### src/rtl/uart_tx_ascii_lines_feed.sv
// rtl/uart_tx_ascii_lines_feed.sv - snapshot two ASCII display lines and stream them as bytes into a UART TX FIFO
module uart_tx_ascii_lines_feed #(
    parameter int PARM_LINE_CHARS = 16,
    parameter bit PARM_EOL_CRLF   = 1'b1
) (
    input  logic                         i_clk_20mhz,
    input  logic                         i_rst_20mhz_n,
    input  logic [PARM_LINE_CHARS*8-1:0] i_ascii_line1,
    input  logic [PARM_LINE_CHARS*8-1:0] i_ascii_line2,
    input  logic                         i_start,
    input  logic                         i_tx_ready,
    output logic [7:0]                   o_tx_data,
    output logic                         o_tx_valid,
    output logic                         o_busy,
    output logic                         o_done
);
    localparam int LW = PARM_LINE_CHARS * 8;
    localparam int IW = (PARM_LINE_CHARS > 2) ? $clog2(PARM_LINE_CHARS) : 1;
    localparam logic [IW-1:0] LAST_IDX = IW'(PARM_LINE_CHARS - 1);

    typedef enum logic [2:0] {
        ST_IDLE,
        ST_LINE1,
        ST_EOL1,
        ST_LINE2,
        ST_EOL2,
        ST_DONE
    } state_t;

    state_t          state_q, state_d;
    logic [LW-1:0]   line1_q, line1_d;
    logic [LW-1:0]   line2_q, line2_d;
    logic [IW-1:0]   idx_q, idx_d;
    logic [7:0]      hold_q, hold_d;

    logic [LW-1:0]   cur_line;
    logic [LW-1:0]   shifted;
    logic [7:0]      raw_char;
    logic [7:0]      cur_byte;
    logic            sending;
    logic            fire;

    // Byte selection: character 0 sits in the top byte, so shift the index to the MSB end.
    always_comb begin
        sending  = (state_q == ST_LINE1) || (state_q == ST_EOL1) ||
                   (state_q == ST_LINE2) || (state_q == ST_EOL2);
        cur_line = (state_q == ST_LINE2) ? line2_q : line1_q;
        shifted  = cur_line << {idx_q, 3'b000};
        raw_char = shifted[LW-1 -: 8];
        if ((state_q == ST_EOL1) || (state_q == ST_EOL2)) begin
            cur_byte = idx_q[0] ? 8'h0A : 8'h0D;
        end else if ((raw_char < 8'h20) || (raw_char > 8'h7E)) begin
            cur_byte = 8'h2E;
        end else begin
            cur_byte = raw_char;
        end
        fire   = sending && i_tx_ready;
        hold_d = sending ? cur_byte : hold_q;
    end

    always_comb begin
        state_d = state_q;
        line1_d = line1_q;
        line2_d = line2_q;
        idx_d   = idx_q;
        case (state_q)
            ST_IDLE: begin
                if (i_start) begin
                    line1_d = i_ascii_line1;
                    line2_d = i_ascii_line2;
                    idx_d   = '0;
                    state_d = ST_LINE1;
                end
            end
            ST_LINE1, ST_LINE2: begin
                if (fire) begin
                    if (idx_q == LAST_IDX) begin
                        idx_d = '0;
                        if (PARM_EOL_CRLF) begin
                            state_d = (state_q == ST_LINE1) ? ST_EOL1 : ST_EOL2;
                        end else begin
                            state_d = (state_q == ST_LINE1) ? ST_LINE2 : ST_DONE;
                        end
                    end else begin
                        idx_d = idx_q + IW'(1);
                    end
                end
            end
            ST_EOL1, ST_EOL2: begin
                // idx 0 offers CR, idx 1 offers LF
                if (fire) begin
                    if (idx_q[0]) begin
                        idx_d   = '0;
                        state_d = (state_q == ST_EOL1) ? ST_LINE2 : ST_DONE;
                    end else begin
                        idx_d = idx_q + IW'(1);
                    end
                end
            end
            ST_DONE: begin
                state_d = ST_IDLE;
            end
            default: begin
                state_d = ST_IDLE;
            end
        endcase
    end

    always_ff @(posedge i_clk_20mhz) begin
        if (!i_rst_20mhz_n) begin
            state_q <= ST_IDLE;
            line1_q <= '0;
            line2_q <= '0;
            idx_q   <= '0;
            hold_q  <= 8'h00;
        end else begin
            state_q <= state_d;
            line1_q <= line1_d;
            line2_q <= line2_d;
            idx_q   <= idx_d;
            hold_q  <= hold_d;
        end
    end

    assign o_tx_valid = sending;
    assign o_tx_data  = sending ? cur_byte : hold_q;
    assign o_busy     = (state_q != ST_IDLE);
    assign o_done     = (state_q == ST_DONE);
endmodule

### config.mk
export PLATFORM = sky130hd
export DESIGN_NAME = uart_tx_ascii_lines_feed
export DESIGN_NICKNAME = d
export VERILOG_FILES = /design/src/rtl/uart_tx_ascii_lines_feed.sv
export SDC_FILE = /design/constraint.sdc
export NUM_CORES = 1
export LEC_CHECK = 0
export CAP_MARGIN = 20
export CORE_MARGIN = 2
export CORE_UTILIZATION = 40
export DETAILED_ROUTE_END_ITERATION = 12
export GPL_ROUTABILITY_DRIVEN = 0
export MAX_ROUTING_LAYER = met4
export PLACE_DENSITY = 0.69
export SYNTH_ARGS = -nofsm -noshare
export SYNTH_HDL_FRONTEND = slang
export SYNTH_SLANG_ARGS = --single-unit
### constraint.sdc
create_clock -name i_clk_20mhz -period 2.8 [get_ports i_clk_20mhz]
set_input_delay 0.42 -clock i_clk_20mhz [delete_from_list [all_inputs] [get_ports i_clk_20mhz]]
set_output_delay 0.42 -clock i_clk_20mhz [all_outputs]
set_load 0.02 [all_outputs]
==> metrics.md <==
| Metric | Value |
|---|---|
| Final Hold Fails | `0` |
| Post-synthesis instance area | `between 0.01 and 0.015 sq mm` |
| Clk root buf | `clkbuf_16` |
| GRT Total Usage | `0.266` |
| Fin worst setup slack | `-0.835 ns` |
| Max cap viols | `0` |
| Sequential area share after synthesis | `0.456` |
| Crit end category | `output port` |
| TritonCTS buffer count | `27` |
| Worst min path class | `input port to flop` |
| Synthesized area per cell | `between 7 and 8 sq um` |
| Net Sw Power | `around 0.0051 W` |
| Number of global-route vias before repair | `~11000` |
| Worst-Skew Late Latency | `~0.56 ns` |
| Port Buffer Count | `270` |
| Top cell type's share of synthesized area | `0.456` |
| Internal Pwr Total | `0.00907 W` |
| Setup Crit Path Kind | `flop to output port` |
| Max VDD drop | `roughly 0.47 mV` |
| Max-Slew Margin vs Limit | `0.576` |
| Core Rows | `63` |
| Required @ worst endpoint | `approximately 2.4 ns` |
| P&R area growth vs syn | `42.6%` |
| CTS clk-pin slew, worst paths | `roughly 0.070 ns` |
| Synth area leaders | `dfxtp_1 (46%), nand2_1 (18%), a21oi_1 (12%), mux4_2 (5.1%), mux2i_1 (3.7%)` |
| Starting Density | `0.403` |
| Die area | `between 0.03 and 0.04 sq mm` |
| Vias per cell | `around 5.3` |
| Worst slew pin tran | `around 0.63 ns` |
| Finished Layout Cells | `approximately 2200` |
| Top-count cell post-synth | `nand2_1` |
| CTS tree | `built` |
| Congestion Overflow GR | `0` |
| # DRC | `0` |
| CP Max Fanout | `6` |
| Total Wirelength | `roughly 41 mm` |
| Critical Path AT | `3.21 ns` |
| H-tree depth | `1` |
| Leading area contributor after synthesis | `dfxtp_1` |
| DRT iter0 DRCs | `between 1000 and 1500` |
| WL/cell | `18.7 um` |
| Fin crit period | `roughly 3.6 ns` |
| Distinct cells, synth | `67` |
| Longest Clk Path Bufs | `3` |
| Largest net degree at the start of global routing | `99` |
| Sw Ratio | `0.359` |
| FFs w/ async S/R, synth | `0` |
| Status | `finished with violations` |
| Syn. warnings | `0` |
| Synth Flop Type | `dfxtp_1` |
| Mapped Cells | `around 1500` |
| Die X | `about 180 um` |
| Io pins | `about 270` |
| Skew final | `around 0.013 ns` |
| Leakage | `around 6.4 nW` |
| Synth cell count leaders | `nand2_1 (561), a21oi_1 (276), dfxtp_1 (271)` |
| Failing checks | `setup timing` |
| Reg2reg start | `state_q[2]` |
| Tcrit/Tclk final | `1.30` |
| Final ANT Viol Nets | `0` |
| Total Nets Final | `~2100` |
| Clock Power Share | `0.270` |
| Share of power burned in registers | `0.359` |
| EDFF count, synth | `0` |
| Power Density | `between 800 and 900 mW/mm^2` |
| Final Max Tran Viols | `0` |
| Power Total | `between 0.01 and 0.015 W` |
| Utilization after layout | `0.575` |
| Number of synthesized register bits | `around 270` |
| Final setup viols | `7` |
| Worst slack at placement | `-0.836 ns` |
| Crit path launch | `state_q[2]` |
| Sink Count | `271` |
| Wire length of the first global-routing pass | `approximately 62 mm` |
| RSZ-0062 raised after global routing | `true` |
| Share of cells above drive strength 1 | `0.147` |
| Post-Syn Nets | `1765` |
| Die H | `approximately 180 um` |
| Post-DP HPWL | `30.4 mm` |
| Drt first pass iters | `6` |
| CP Launch Type | `flop` |
| Vias | `roughly 12000` |
| Placed cell count | `2146` |
| Core area | `roughly 0.029 sq mm` |
| Comb pwr share | `0.370` |
| Max Freq | `about 280 MHz` |
| Initial antenna violation count | `4` |
| HP Start | `i_ascii_line1[9]` |
final cells by class:
type / instances / area, sq um
Antenna cell: 4 / 10.0
Clock buffer: 32 / 724
Clock inverter: 17 / 209
Fill cell: 2631 / 12500
Inverter: 10 / 47.5
Multi-Input combinational cell: 1106 / 6320
Sequential cell: 271 / 5440
Tap cell: 390 / 488
Timing Repair Buffer: 378 / 3710
final timing paths:
path / cells past startpoint / to / slack (ns)
hold reg to reg: 2 / line2_q[50] / 0.45
setup / recovery: 10 / o_tx_data[6] / -0.83
hold / removal: 3 / line1_q[9] / 0.41
setup reg to reg: 11 / hold_q[4] / 0.12
per-layer routing:
layer  track usage  vias up  wire (um)  share of wire
met1         0.343     5425      17200           0.42
li1              -     5684          -              -
met5             -        -          0              0
met4        0.0940        0       1480          0.036
met2         0.418      550      18900           0.46
met3        0.0534       91       3590          0.087
state kept, by name (all words and copies together), names as in the netlist:
| name | cells |
|---|---|
| hold_q | 8 |
| idx_q | 4 |
| line1_q | 128 |
| line2_q | 128 |
| state_q | 3 |
placed cells by master, fill, tap and decap left out, types with 7 or more instances in the layout:
cell,instances
dfxtp_1,267
mux2_2,9
inv_1,7
clkbuf_16,27
clkinv_2,9
a31oi_1,7
mux2i_1,40
clkdlybuf4s50_1,262
buf_4,85
buf_12,12
o21ai_0,8
nor2_1,26
a21oi_1,269
buf_6,16
nand3_1,19
mux4_2,27
nand2_1,559
repair_timing:
| item | 4_1_cts | 5_1_grt |
|---|---|---|
| hold buffers | 0 | 0 |
| setup buffers | 12 | 1 |
| pin swaps | 21 | 4 |
| setup endpoints to repair | 8 | 8 |
| cloned | 1 | 0 |
| gates resized for setup | 114 | 20 |
through the flow:
step	setup TNS [ns]	instance area, sq um	hold slack, ns
3_3_place_gp	-5.09	15500	0.439
6_report	-5.06	17000	0.407
5_1_grt	-5.57	17000	0.404
3_5_place_dp	-5.32	15500	0.446
4_1_cts	-4.75	16800	0.393
2_1_floorplan	0	11900	0.432
critical path: stages, from the launching register on:
cell       delay [ns]
dfxtp_4          0.37
nand3b_4         0.21
buf_12           0.17
mux4_2           0.35
nor2_4           0.05
a2111oi_4        0.44
nor3_4           0.14
nor4_4           0.35
a31oi_2          0.19
or2_1            0.25
buf_6            0.13
power groups by stage:
stage,clock network [W],registers [W],logic (W)
after detailed placement,0,0.00513,0.00473
after global routing,0.00401,0.00515,0.00569
after CTS,0.00386,0.00507,0.00511
after global placement,0,0.00511,0.00466
after floorplan,0,0.00491,0.00296
final,0.00383,0.00509,0.00524
kinds of logic (layout without fill, tap and decap cells):
| family | count (synthesis) | after routing | synth area share |
|---|---|---|---|
| AOI/OAI and AO/OA | 357 | 357 | 0.168 |
| other | 0 | 4 | 0 |
| and+or+nand+nor | 661 | 662 | 0.225 |
| adders and majority gates | 2 | 2 | 0.00210 |
| buffers and inverters | 127 | 437 | 0.0460 |
| DFF | 271 | 271 | 0.456 |
| muxes | 85 | 85 | 0.103 |
Power figures use the tool's default switching activity.
